--- config.mk ---
export PLATFORM = sky130hd
export DESIGN_NAME = hazard_ctrl_unit
export DESIGN_NICKNAME = d
export VERILOG_FILES = /design/src/rtl/hazard_pkg.sv /design/src/rtl/hazard_md_timer.sv /design/src/rtl/hazard_ctrl_unit.sv
export SDC_FILE = /design/constraint.sdc
export NUM_CORES = 1
export LEC_CHECK = 0
export CORE_ASPECT_RATIO = 0.9
export CORE_MARGIN = 8
export CORE_UTILIZATION = 23
export CTS_CLUSTER_SIZE = 30
export DETAILED_ROUTE_END_ITERATION = 7
export SETUP_SLACK_MARGIN = 0.3
export SLEW_MARGIN = 10
export SYNTH_ARGS = -nofsm -noshare
export SYNTH_HDL_FRONTEND = slang
export SYNTH_SLANG_ARGS = --single-unit
export TNS_END_PERCENT = 10
--- constraint.sdc ---
create_clock -name CLK -period 2.62 [get_ports CLK]
set_input_delay 0.655 -clock CLK [delete_from_list [all_inputs] [get_ports CLK]]
set_output_delay 0.655 -clock CLK [all_outputs]
set_load 0.01 [all_outputs]
--- src/rtl/hazard_pkg.sv ---
// Shared encodings and helpers for the RV32IM hazard controller.
// Holds the forwarding-select codes, the MUL/DIV FSM states and a constant clog2.
package hazard_pkg;

  typedef enum logic [1:0] {
    FWD_RF  = 2'b00,
    FWD_EX  = 2'b01,
    FWD_MEM = 2'b10,
    FWD_WB  = 2'b11
  } fwd_sel_e;

  typedef enum logic {
    ST_RUN     = 1'b0,
    ST_MD_WAIT = 1'b1
  } md_state_e;

  // Ceiling log2, evaluated at elaboration time to size counters.
  function automatic int clog2(input int value);
    int r;
    int v;
    r = 0;
    v = value - 1;
    while (v > 0) begin
      r++;
      v = v >> 1;
    end
    return r;
  endfunction

endpackage

--- src/rtl/hazard_md_timer.sv ---
// MUL/DIV occupancy tracker: a RUN/MD_WAIT FSM plus a down-counter.
// busy covers every occupied cycle; freeze covers the cycles after the issue cycle.
module hazard_md_timer
  import hazard_pkg::*;
#(
  parameter int MUL_LAT = 3,
  parameter int DIV_LAT = 33
) (
  input  logic clk,
  input  logic rst,
  input  logic start,
  input  logic is_div,
  output logic busy,
  output logic done,
  output logic freeze
);

  localparam int CNT_W    = (clog2(DIV_LAT) < 1) ? 1 : clog2(DIV_LAT);
  localparam int MUL_LOAD = (MUL_LAT > 1) ? MUL_LAT - 2 : 0;
  localparam int DIV_LOAD = (DIV_LAT > 1) ? DIV_LAT - 2 : 0;

  md_state_e        state_q, state_d;
  logic [CNT_W-1:0] cnt_q, cnt_d;
  logic             multi_cycle;

  assign multi_cycle = is_div ? (DIV_LAT > 1) : (MUL_LAT > 1);

  // NOTE: state registers use non-blocking assignments so every flop samples pre-edge values.
  always_ff @(posedge clk or posedge rst) begin
    if (rst) begin
      state_q <= ST_RUN;
      cnt_q   <= '0;
    end else begin
      state_q <= state_d;
      cnt_q   <= cnt_d;
    end
  end

  // NOTE: every output of this block gets a default first, so no path can infer a latch.
  always_comb begin
    state_d = state_q;
    cnt_d   = cnt_q;
    busy    = 1'b0;
    done    = 1'b0;
    freeze  = 1'b0;
    unique case (state_q)
      ST_RUN: begin
        if (start) begin
          busy = 1'b1;
          if (multi_cycle) begin
            state_d = ST_MD_WAIT;
            cnt_d   = is_div ? CNT_W'(DIV_LOAD) : CNT_W'(MUL_LOAD);
          end else begin
            done = 1'b1;
          end
        end
      end
      ST_MD_WAIT: begin
        // start is ignored here: EX is frozen and still presents the same op.
        busy   = 1'b1;
        freeze = 1'b1;
        if (cnt_q == '0) begin
          done    = 1'b1;
          state_d = ST_RUN;
        end else begin
          cnt_d = cnt_q - CNT_W'(1);
        end
      end
      default: state_d = ST_RUN;
    endcase
  end

endmodule

--- src/rtl/hazard_ctrl_unit.sv ---
// Hazard controller for the RV32IM 5-stage pipeline: forwarding, load-use, MUL/DIV and flush.
// Define HAZARD_PERF_CNT_EN to build the STALL_CYCLES / FLUSH_COUNT counters (else tied to 0).
module hazard_ctrl_unit
  import hazard_pkg::*;
#(
  parameter int ADDR_W  = 5,
  parameter int NUM_SRC = 2,
  parameter int MUL_LAT = 3,
  parameter int DIV_LAT = 33
) (
  input  logic                      CLK,
  input  logic                      RESET,
  input  logic [NUM_SRC*ADDR_W-1:0] ID_SRC_ADDR,
  input  logic [NUM_SRC-1:0]        ID_SRC_USED,
  input  logic [ADDR_W-1:0]         EX_RD,
  input  logic [ADDR_W-1:0]         MEM_RD,
  input  logic [ADDR_W-1:0]         WB_RD,
  input  logic                      EX_WE,
  input  logic                      MEM_WE,
  input  logic                      WB_WE,
  input  logic                      EX_MEMREAD,
  input  logic                      EX_MD_START,
  input  logic                      EX_IS_DIV,
  input  logic                      BRANCH_TAKEN,
  output logic [NUM_SRC*2-1:0]      FWD_SEL,
  output logic                      STALL,
  output logic                      BUBBLE,
  output logic                      FREEZE_EX,
  output logic                      FLUSH,
  output logic                      MD_BUSY,
  output logic                      MD_DONE,
  output logic [31:0]               STALL_CYCLES,
  output logic [31:0]               FLUSH_COUNT
);

  logic [NUM_SRC*2-1:0] fwd_sel;
  logic [NUM_SRC-1:0]   lu_hit;
  logic                 load_use;
  logic                 md_busy, md_done, md_freeze;
  logic                 stall, bubble, freeze_ex, flush;

  for (genvar gi = 0; gi < NUM_SRC; gi++) begin : g_fwd
    logic [ADDR_W-1:0] src;
    logic              chk;
    fwd_sel_e          sel;

    // A zero source never forwards, so an x0 destination can never match either.
    assign src = ID_SRC_ADDR[gi*ADDR_W +: ADDR_W];
    assign chk = ID_SRC_USED[gi] && (src != '0);

    always_comb begin
      sel = FWD_RF;
      if (chk) begin
        if (EX_WE && (EX_RD == src))        sel = FWD_EX;
        else if (MEM_WE && (MEM_RD == src)) sel = FWD_MEM;
        else if (WB_WE && (WB_RD == src))   sel = FWD_WB;
      end
    end

    assign fwd_sel[gi*2 +: 2] = sel;
    assign lu_hit[gi]         = chk && (EX_RD == src);
  end

  assign load_use = EX_MEMREAD && EX_WE && (|lu_hit);

  hazard_md_timer #(
    .MUL_LAT (MUL_LAT),
    .DIV_LAT (DIV_LAT)
  ) u_md_timer (
    .clk    (CLK),
    .rst    (RESET),
    .start  (EX_MD_START),
    .is_div (EX_IS_DIV),
    .busy   (md_busy),
    .done   (md_done),
    .freeze (md_freeze)
  );

  // Priority: MUL/DIV wait > flush > load-use; an MD issue cycle masks load-use.
  always_comb begin
    stall     = 1'b0;
    bubble    = 1'b0;
    freeze_ex = 1'b0;
    flush     = 1'b0;
    if (md_freeze) begin
      stall     = 1'b1;
      freeze_ex = 1'b1;
    end else if (BRANCH_TAKEN) begin
      flush  = 1'b1;
      bubble = 1'b1;
    end else if (load_use && !EX_MD_START) begin
      stall  = 1'b1;
      bubble = 1'b1;
    end
  end

  assign FWD_SEL   = RESET ? '0 : fwd_sel;
  assign STALL     = stall     && !RESET;
  assign BUBBLE    = bubble    && !RESET;
  assign FREEZE_EX = freeze_ex && !RESET;
  assign FLUSH     = flush     && !RESET;
  assign MD_BUSY   = md_busy   && !RESET;
  assign MD_DONE   = md_done   && !RESET;

`ifdef HAZARD_PERF_CNT_EN
  logic [31:0] stall_cnt_q, flush_cnt_q;

  // Both counters saturate rather than wrap so long runs never read as short ones.
  always_ff @(posedge CLK or posedge RESET) begin
    if (RESET) begin
      stall_cnt_q <= '0;
      flush_cnt_q <= '0;
    end else begin
      if (stall && (stall_cnt_q != '1)) stall_cnt_q <= stall_cnt_q + 32'd1;
      if (flush && (flush_cnt_q != '1)) flush_cnt_q <= flush_cnt_q + 32'd1;
    end
  end

  assign STALL_CYCLES = stall_cnt_q;
  assign FLUSH_COUNT  = flush_cnt_q;
`else
  assign STALL_CYCLES = '0;
  assign FLUSH_COUNT  = '0;
`endif

endmodule

* Word level (Yosys, flattened, before mapping)
Cells that the tools add are included.
** Storage, ports and cells
- Output and inout bits :: 74
- Input bits :: 36
- Register bits after elaboration :: 7
** Cells by class
- Reduce and logical (&&, ||, !) cells :: 26
- Multiplexer cells :: 28
- $add $sub $neg :: 1
- Bitwise operators :: 1
- Eq/ne operators :: 8
** Operators with widths (count)
- $eq 5x5->1 :: 6
- $logic_and 1x1->1 :: 19
- $mux 2 :: 8
- $mux 1 :: 12
- $mux 6 :: 2
- $pmux 6 s2 :: 1
- $reduce_bool 5->1 :: 2
- $logic_not 6->1 :: 1
- $pmux 1 s2 :: 3
- $sub 6x1->6 const B :: 1
- $mux 5 :: 1
- $mux 4 :: 1
- $ne 2x2->1 const B :: 2
- $logic_not 1->1 :: 2
- $reduce_and 2->1 :: 1
- $reduce_or 2->1 :: 1
- $not 1->1 :: 1

* Logic depth before layout (Yosys ltp)
Gate-level depths: netlist of run 1.
- Word-level depth :: 10
- Depth in mapped cells :: 7
- Gate-level depth less buffers :: 7

* By module
A second synthesis of run 1 with hierarchy kept.
** Unflattened totals
- Cell total of the unflattened synthesis :: 179
- Area total of the unflattened synthesis :: 1437.6 um^2
** By module, submodules not included
- hazard_ctrl_unit :: seq. area each 0.0 um^2, area each 989.7 um^2, cells each 132, times used 1
- hazard_md_timer :: seq. area each 175.2 um^2, area each 447.9 um^2, cells each 47, times used 1

* Worst setup path before layout of run 1
No wires, ideal clock.
- Path type :: input port to output port
- Start point :: input port ID_SRC_ADDR[6]
- End point :: output port BUBBLE
- Slack :: 0.301 ns
- Arrival :: 1.664 ns
- Stages on the path :: 5
- Buffers on the path :: 0
- Path through :: or4_1 -> o21ai_2 -> inv_2 -> a22oi_2 -> o21bai_1
** Between the ends
- Longest elaborated chain between the ends :: 10
- Elaborated cells on any way between the ends :: 11
- Those cells by class :: 1 x eq/ne; 3 x mux; 7 x reduce/logical
** Ends and longest elaborated chain
- from (decl) :: RTL line hazard_ctrl_unit.sv:13 : input logic [NUM_SRC*ADDR_W-1:0] ID_SRC_ADDR,
- $reduce_bool 5->1 :: RTL line hazard_ctrl_unit.sv:49 : assign chk = ID_SRC_USED[gi] && (src != '0);
- $logic_and 1x1->1 :: RTL line hazard_ctrl_unit.sv:49
- $logic_and 1x1->1 * :: RTL line hazard_ctrl_unit.sv:61 : assign lu_hit[gi] = chk && (EX_RD == src);
- $reduce_or 2->1 * :: RTL line hazard_ctrl_unit.sv:64 : assign load_use = EX_MEMREAD && EX_WE && (|lu_hit);
- $logic_and 1x1->1 * :: RTL line hazard_ctrl_unit.sv:64
- $logic_and 1x1->1 * :: RTL line hazard_ctrl_unit.sv:91 : end else if (load_use && !EX_MD_START) begin
- $mux 1 * :: RTL line hazard_ctrl_unit.sv:91
- $mux 1 * :: RTL line hazard_ctrl_unit.sv:88 : end else if (BRANCH_TAKEN) begin
- $mux 1 * :: RTL line hazard_ctrl_unit.sv:85 : if (md_freeze) begin
- $logic_and 1x1->1 * :: RTL line hazard_ctrl_unit.sv:99 : assign BUBBLE = bubble && !RESET;
- to (decl) :: RTL line hazard_ctrl_unit.sv:27 : output logic BUBBLE,
Mark *: on every way between the ends. The rest lies on a longest branch, timed or not.

* Worst setup path after layout of run 1
- Start point :: input port ID_SRC_ADDR[7]
- End point :: output port FWD_SEL[3]
** Between the ends
- Longest elaborated chain between the ends :: 7
- Elaborated cells on any way between the ends :: 13
- Those cells by class :: 3 x eq/ne; 5 x mux; 5 x reduce/logical
** Ends and longest elaborated chain
- $eq 5x5->1 :: RTL line hazard_ctrl_unit.sv:56 : else if (WB_WE && (WB_RD == src)) sel = FWD_WB;
- $logic_and 1x1->1 :: RTL line hazard_ctrl_unit.sv:56
- $mux 2 :: RTL line hazard_ctrl_unit.sv:56
- $mux 2 :: RTL line hazard_ctrl_unit.sv:55 : else if (MEM_WE && (MEM_RD == src)) sel = FWD_MEM;
- $mux 2 :: RTL line hazard_ctrl_unit.sv:54 : if (EX_WE && (EX_RD == src)) sel = FWD_EX;
- $mux 2 * :: RTL line hazard_ctrl_unit.sv:53 : if (chk) begin
- $mux 4 * :: RTL line hazard_ctrl_unit.sv:97 : assign FWD_SEL = RESET ? '0 : fwd_sel;
- to (decl) :: RTL line hazard_ctrl_unit.sv:25 : output logic [NUM_SRC*2-1:0] FWD_SEL,
Marked as above.

==> run summary, run 1 <==
Worst Setup SP = ID_SRC_ADDR[7]
Combinational Power Share = 0.584
Register area = 175 um2
RSZ-0062 raised after global routing = true
WP data required = 1.97 ns
Critical path's slowest cell = nor4_1
Iteration-0 DRC Markers = 31
Arrival @ worst endpoint = 1.95 ns
Tmin final = 2.60 ns
Remaining DRCs = 0
Max FO, Critical Path = 3
Worst IR Drop VDD = 0.000143 V
DRT Pass-1 Iters = 4
Clock Tree Root = clkbuf_8
Clock Power Share = 0.172
RR Startpoint = u_md_timer.cnt_q[0]
Worst-case clock skew = 0.00181 ns
Pin count of the biggest net entering global routing = 10
Pwr Density = 446 nW/um2
Multi-input logic area = 1060 um2
Net Sw Frac = 0.417
CP dominant cell by count = buf_4
Area leader, netlist = buf_4
Max incr delay on CP = 0.24 ns
Synth cell types = 37
Initial antenna violation count = 0
H-tree Lvls = 1
Grt ovf = 0
Drt wl/cell = 13.2 um
Count of pins over their slew limit = 0
Psw = 0.368 mW
DPL Wire Length = 3.64 mm
Area grow syn2layout = 42.3%
Synth cell count leaders = 65 x buf_4, 20 x xor2_1, 11 x xnor2_1, 8 x nand2_1
Pwr Total = 0.882 mW
Fmax = 0.384 GHz
Async S/R FF share, synth = 1.00
CP startpoint kind = input port
#FFs+latches synth = 7
Clk slew on worst S/H paths = 0.04 ns
Die W = 97.9 um
Period utilisation layout = 0.993
# port buffers = 45
Die height = 89.8 um
Hold Buf Count CTS = 0
Mapped Area = 1390 um2
CTS buffer count = 3
# rows = 27
Critical path capture point type = output port
Synth Warn # = 0
Status = finished, final reports clean
Post-synthesis cell count = 175
Fillers = 633
Crit-path cells = buf_8, buf_4, xor2_1, nor4_1, and3_1, nand2b_1, and4_2, buf_4
GPL Wtd Cong = 0.803
Leakage = 0.980 nW
Tightest Hold Check Type = register to register
CORE AREA = 5980 um2
Top-count cell post-synth = buf_4
Endpoints failing hold = 0
Vias in the first global route = 1,386
First-pass GRT wire length = 6.86 mm
Sink Count = 7
Top cell type's share of synthesized area = 0.351
Synth Flop Type = dfrtp_1
EDFF count, synth = 0
Clock tree buffer depth = 2
Routed vias = 1,247
Reg power frac = 0.243
Layout cell share with drive strength beyond 1 = 0.360
Max-cap viol count = 0
Post-synthesis sequential area ratio = 0.126
Vias per Instance = 3.87
Pre-CTS setup slack = -0.833 ns
Clk Latency, worst-skew pair = 0.22 ns
CTS tree = built
Min-delay src = u_md_timer.cnt_q[0]
Cell-internal power = 0.514 mW
Setup TNS = 0 ns
Antenna Nets Post-Route = 0
# IOs = 110
Gr usage total = 0.0905
Buf+Inv Stages, Crit Path = 3
ANT cells = 0
Final setup fails = 0
Initial Utilization = 0.232
Total routed wirelength = 4.25 mm
Kind of cell adding the most delay to the critical path = simple AND/OR/NAND/NOR gates
CP Class = input port to output port
Die Area = 8790 um2
Post-synthesis area per instance = 7.94 um2
PnR worst setup slack = 0.0175 ns
Nets = 288
Most area-consuming cells after synthesis = buf_4 35%, dfrtp_1 13%, xor2_1 13%, xnor2_1 6.9%, nand2_1 2.2%
## state kept, by name (all words and copies together), names as in the netlist
register	flops
u_md_timer.cnt_q	6
u_md_timer.state_q	1
## metrics by stage
step                      hold slack (ns)  cell area (um2)   util  std cells
after floorplan                     0.465             1630      -        238
after global placement              0.493             1880  0.315        317
after detailed placement            0.513             1880  0.315        317
after CTS                           0.519             1930  0.323        322
after global routing                0.563             1980  0.331        322
final                               0.535             1980  0.331        322
## repair_timing
item	in CTS	in global routing
buffers inserted	1	0
resized for setup	116	41
pin swaps	21	19
setup endpoints to repair	10	8
## power by group through the flow
stage,combinational [mW],clock (mW),sequential (mW)
after global placement,0.466,0,0.206
after detailed placement,0.470,0,0.210
after CTS,0.468,0.153,0.210
after floorplan,0.349,0,0.208
final,0.515,0.152,0.215
after global routing,0.575,0.165,0.224
## area by class of cell
type / count / area share
clock buffer: 4 / 0.0228
inverter: 7 / 0.0133
multi-input combinational: 159 / 0.538
sequential: 7 / 0.0886
tap: 72 / 0.0455
timing repair buffer: 73 / 0.292
## kinds of logic (layout without fill, tap and decap cells)
group / after synthesis / count (layout) / share of synthesized area
buf+inv: 72 / 84 / 0.370
simple gates: 45 / 45 / 0.187
xor+xnor: 31 / 31 / 0.195
compound gates: 18 / 18 / 0.110
flops: 7 / 7 / 0.126
fa+ha+maj: 1 / 1 / 0.00900
other cells: 1 / 64 / 0.00270
## routing by layer
layer / routed length [um] / part of all wire / global-route usage / up-vias
li1: - / - / - / 605
met1: 1680 / 0.40 / 0.102 / 584
met2: 2260 / 0.53 / 0.166 / 52
met3: 213 / 0.050 / 0.0154 / 6
met4: 95 / 0.022 / 0.0311 / 0
met5: 0 / 0 / 0 / -
## final timing paths
kind	slack, ns	depth (start not counted)	to
max in group asynchronous	1.70	5	u_md_timer.state_q
worst max register to register	0.86	8	u_md_timer.cnt_q[2]
worst min register to register	0.53	1	u_md_timer.cnt_q[0]
worst min-delay path	0.53	1	u_md_timer.cnt_q[0]
worst max-delay path	0.02	8	FWD_SEL[3]
min in group asynchronous	0.79	5	u_md_timer.cnt_q[2]
## placed cells by master, fill, tap and decap left out, types with 3 or more instances in the layout
| cell | count |
|---|---|
| nor4_2 | 3 |
| clkdlybuf4s15_1 | 5 |
| dfrtp_1 | 7 |
| xor2_1 | 18 |
| xnor2_1 | 9 |
| or4_4 | 3 |
| nand3_1 | 4 |
| clkdlybuf4s50_1 | 8 |
| nor2_1 | 6 |
| dlygate4sd2_1 | 4 |
| inv_2 | 6 |
| clkbuf_2 | 8 |
| conb_1 | 64 |
| nand2b_1 | 3 |
| buf_4 | 29 |
| nand2_1 | 7 |
| clkbuf_8 | 3 |
| buf_6 | 6 |
| and3_1 | 3 |
| buf_2 | 10 |
Note: power is estimated with default switching activity, not from simulation.
==> inputs of run 2 (changes only) <==
--- a/config.mk
+++ b/config.mk
@@ -6,7 +6,7 @@
 export NUM_CORES = 1
 export LEC_CHECK = 0
 export CORE_ASPECT_RATIO = 0.9
-export CORE_MARGIN = 8
+export CORE_MARGIN = 1.5
 export CORE_UTILIZATION = 23
 export CTS_CLUSTER_SIZE = 30
 export DETAILED_ROUTE_END_ITERATION = 7
@@ -14,5 +14,6 @@
 export SLEW_MARGIN = 10
 export SYNTH_ARGS = -nofsm -noshare
 export SYNTH_HDL_FRONTEND = slang
+export SYNTH_HIERARCHICAL = 1
 export SYNTH_SLANG_ARGS = --single-unit
 export TNS_END_PERCENT = 10
==> run 2 against run 1 <==
Net effect:
- area after synthesis is 3.4% higher
- cell area is 1.6% higher
- sequential share of layout area is 0.14 points lower
- critical path depth stayed put
- critical path type unchanged
- largest cell class unchanged
- largest power group unchanged
==> run summary, run 2 <==
Crit-path cells = buf_8, buf_4, xor2_1, nor4_1, buf_4, a31oi_2, a2111oi_2, buf_2
Dpl cells = 321 (+1.3%)
Most frequent cells in the layout = 64 x conb_1, 31 x buf_4, 20 x xor2_1
DPL Wire Length = 3.19 mm (-12%)
Clock Tree Root = clkbuf_8
Biggest register = u_md_timer/cnt_q
Initial antenna violation count = 0 (unchanged)
Cell-internal power = 0.570 mW (+11%)
Pwr Density = 495 nW/um2 (+11%)
Antenna Nets Post-Route = 0 (unchanged)
Post-Place Cell Area = 1950 um2 (+3.5%)
Pwr Total = 0.995 mW (+13%)
ANT cells = 0 (unchanged)
# port buffers = 45 (unchanged)
Drt wl/cell = 11.7 um (-11%)
Flop-to-flop setup slack = 0.96 ns (+0.10 ns)
Die height = 78.0 um (-13%)
Register area = 175 um2 (unchanged)
Area leader, netlist = buf_4
CTS buffer count = 3 (unchanged)
Status = finished, final reports clean
CP dominant cell by count = buf_4
# rows = 27 (unchanged)
Top cell type's share of synthesized area = 0.334 (-0.0168)
Reg power frac = 0.218 (-0.025)
Biggest regs = u_md_timer/cnt_q x6, u_md_timer/state_q x1
Hold Buf Count CTS = 0 (unchanged)
Critical path's slowest cell = a2111oi_2
Gr usage total = 0.116 (+0.0258)
Synth cell count leaders = 64 x buf_4, 20 x xor2_1, 10 x xnor2_1, 7 x dfrtp_1
Fillers = 663 (+4.7%)
Die Area = 6730 um2 (-23%)
Most area-consuming cells after synthesis = buf_4 33%, dfrtp_1 12%, xor2_1 12%, xnor2_1 6.1%, nor4_1 2.6%
Max-cap viol count = 0 (unchanged)
CP Class = input port to output port
Post-synthesis cell count = 179 (+2.3%)
Psw = 0.424 mW (+15%)
Iteration-0 DRC Markers = 56 (+81%)
Post-synthesis area per instance = 8.03 um2 (+1.1%)
Clock tree buffer depth = 2 (unchanged)
Non-filler cells, final = 328 (+1.9%)
Area grow syn2layout = 39.9%
Synth cell types = 40 (+8.1%)
Layout cell share with drive strength beyond 1 = 0.340 (-0.0202)
Synth Warn # = 6 (+6)
Clk slew on worst S/H paths = 0.05 ns (about the same)
Post-synthesis sequential area ratio = 0.122 (-0.00417)
Synth Flop Type = dfrtp_1
Fmax = 0.383 GHz (-0.34%)
Sink Count = 7 (unchanged)
Net Sw Frac = 0.426 (+0.00930)
CTS tree = built
Clk Latency, worst-skew pair = 0.24 ns (+0.02 ns)
Max FO, Critical Path = 4 (+1)
Grt ovf = 0 (unchanged)
Worst-case clock skew = 0.0101 ns (+0.00829 ns)
Fin util = 0.331 (about the same)
Nets = 295 (+2.4%)
Routed vias = 1,369 (+9.8%)
Arrival @ worst endpoint = 1.96 ns (about the same)
Worst IR Drop VDD = 0.000196 V (+37%)
Pre-CTS setup slack = -0.983 ns (-0.150 ns)
Tmin final = 2.61 ns (+0.00898 ns)
Max incr delay on CP = 0.28 ns (+0.04 ns)
Clock Power Share = 0.160 (-0.012)
Commonest non-fill, non-tap cell in the layout = conb_1
DRT Pass-1 Iters = 4 (unchanged)
Async S/R FF share, synth = 1.00 (unchanged)
Multi-input logic area = 1050 um2 (-0.82%)
First-pass GRT wire length = 6.22 mm (-9.3%)
# IOs = 110 (unchanged)
Total routed wirelength = 3.85 mm (-9.4%)
Endpoints failing hold = 0 (unchanged)
Leakage = 0.985 nW (+0.50%)
RSZ-0062 raised after global routing = true
Initial Utilization = 0.236 (+0.00394)
H-tree Lvls = 1 (unchanged)
Final setup fails = 0 (unchanged)
Count of pins over their slew limit = 0 (unchanged)
Max reg flops = 6 (unchanged)
Tightest Hold Check Type = register to register
EDFF count, synth = 0 (unchanged)
Post-Layout Inst Area = 2010 um2 (+1.6%)
CORE AREA = 6080 um2 (+1.7%)
Vias per Instance = 4.17 (+7.8%)
WP data required = 1.97 ns (about the same)
Critical path capture point type = output port
GPL Wtd Cong = 0.857 (+6.6%)
Combinational Power Share = 0.622 (+0.038)
#FFs+latches synth = 7 (unchanged)
Remaining DRCs = 0 (unchanged)
Vias in the first global route = 1,321 (-4.7%)
CP startpoint kind = input port
Mapped Area = 1440 um2 (+3.4%)
Die W = 86.3 um (-12%)
Pin count of the biggest net entering global routing = 13 (+3)
PnR worst setup slack = 0.00855 ns (-0.00898 ns)
Period utilisation layout = 0.997 (+0.00343)
Top-count cell post-synth = buf_4
-- run 2: cell types whose count changed after synthesis, sizes merged, moves of 3 or more --
cell,delta
o211ai,+3
mux2i,+3
nand2,-5
clkbuf,+4
nor2,-5
-- run 2: kinds of logic (layout without fill, tap and decap cells) --
kind of cell    after synthesis  after routing  share of synthesized area
compound gates               23             23                      0.130
xor+xnor                     30             30                      0.183
fa+ha+maj                     2              2                     0.0174
buf+inv                      73             87                      0.359
flops                         7              7                      0.122
mux                           3              3                     0.0209
other cells                   1             64                    0.00261
simple gates                 40             40                      0.166
-- run 2: repair_timing --
item / CTS / global route
pin swaps: 21 / 9
gates resized for setup: 142 / 16
endpoints found under the setup margin: 10 / 8
setup buffers: 3 / 0
-- run 2: path summary, 6_finish.rpt --
| kind | start | end | cells past startpoint |
|---|---|---|---|
| worst min-delay path | u_md_timer/cnt_q[5] | u_md_timer/cnt_q[5] | 1 |
| min in group asynchronous | RESET | u_md_timer/cnt_q[3] | 3 |
| worst max-delay path | ID_SRC_ADDR[1] | FWD_SEL[1] | 8 |
| worst max register to register | u_md_timer/cnt_q[0] | u_md_timer/cnt_q[0] | 6 |
| worst min register to register | u_md_timer/cnt_q[5] | u_md_timer/cnt_q[5] | 1 |
| max in group asynchronous | RESET | u_md_timer/cnt_q[4] | 3 |
-- run 2: per-stage QoR --
step                TNS [ns]  hold WS [ns]
floorplan                  0         0.458
global placement       -5.34         0.515
detailed placement     -5.53         0.530
CTS                   -0.120         0.545
global route          -0.272         0.590
finish                     0         0.552
-- run 2: worst max-delay path: cells and delay by family --
family / cells / cell delay, ns
compound gates: 2 / 0.36
xor+xnor: 1 / 0.13
buf+inv: 4 / 0.58
simple gates: 1 / 0.22
-- run 2: layer usage --
metal / vias to the layer above / track usage / wire length, um
met4: 0 / 0.0403 / 71
met1: 661 / 0.143 / 1610
li1: 642 / - / -
met2: 58 / 0.208 / 1980
met3: 8 / 0.0128 / 182
met5: - / 0 / 0
-- run 2: power groups by stage --
stage / registers, mW / clock network [mW] / logic (mW)
after floorplan: 0.210 / 0 / 0.432
after global placement: 0.217 / 0 / 0.575
after detailed placement: 0.223 / 0 / 0.590
after CTS: 0.215 / 0.161 / 0.610
after global routing: 0.227 / 0.173 / 0.677
final: 0.217 / 0.160 / 0.618
-- run 2: final cells by class --
cell class | instances | area share
multi-input combinational | 162 | 0.525
inverter | 5 | 0.00933
clock buffer | 3 | 0.0205
tap | 72 | 0.0448
sequential | 7 | 0.0871
clock inverter | 1 | 0.00249
timing repair buffer | 78 | 0.311
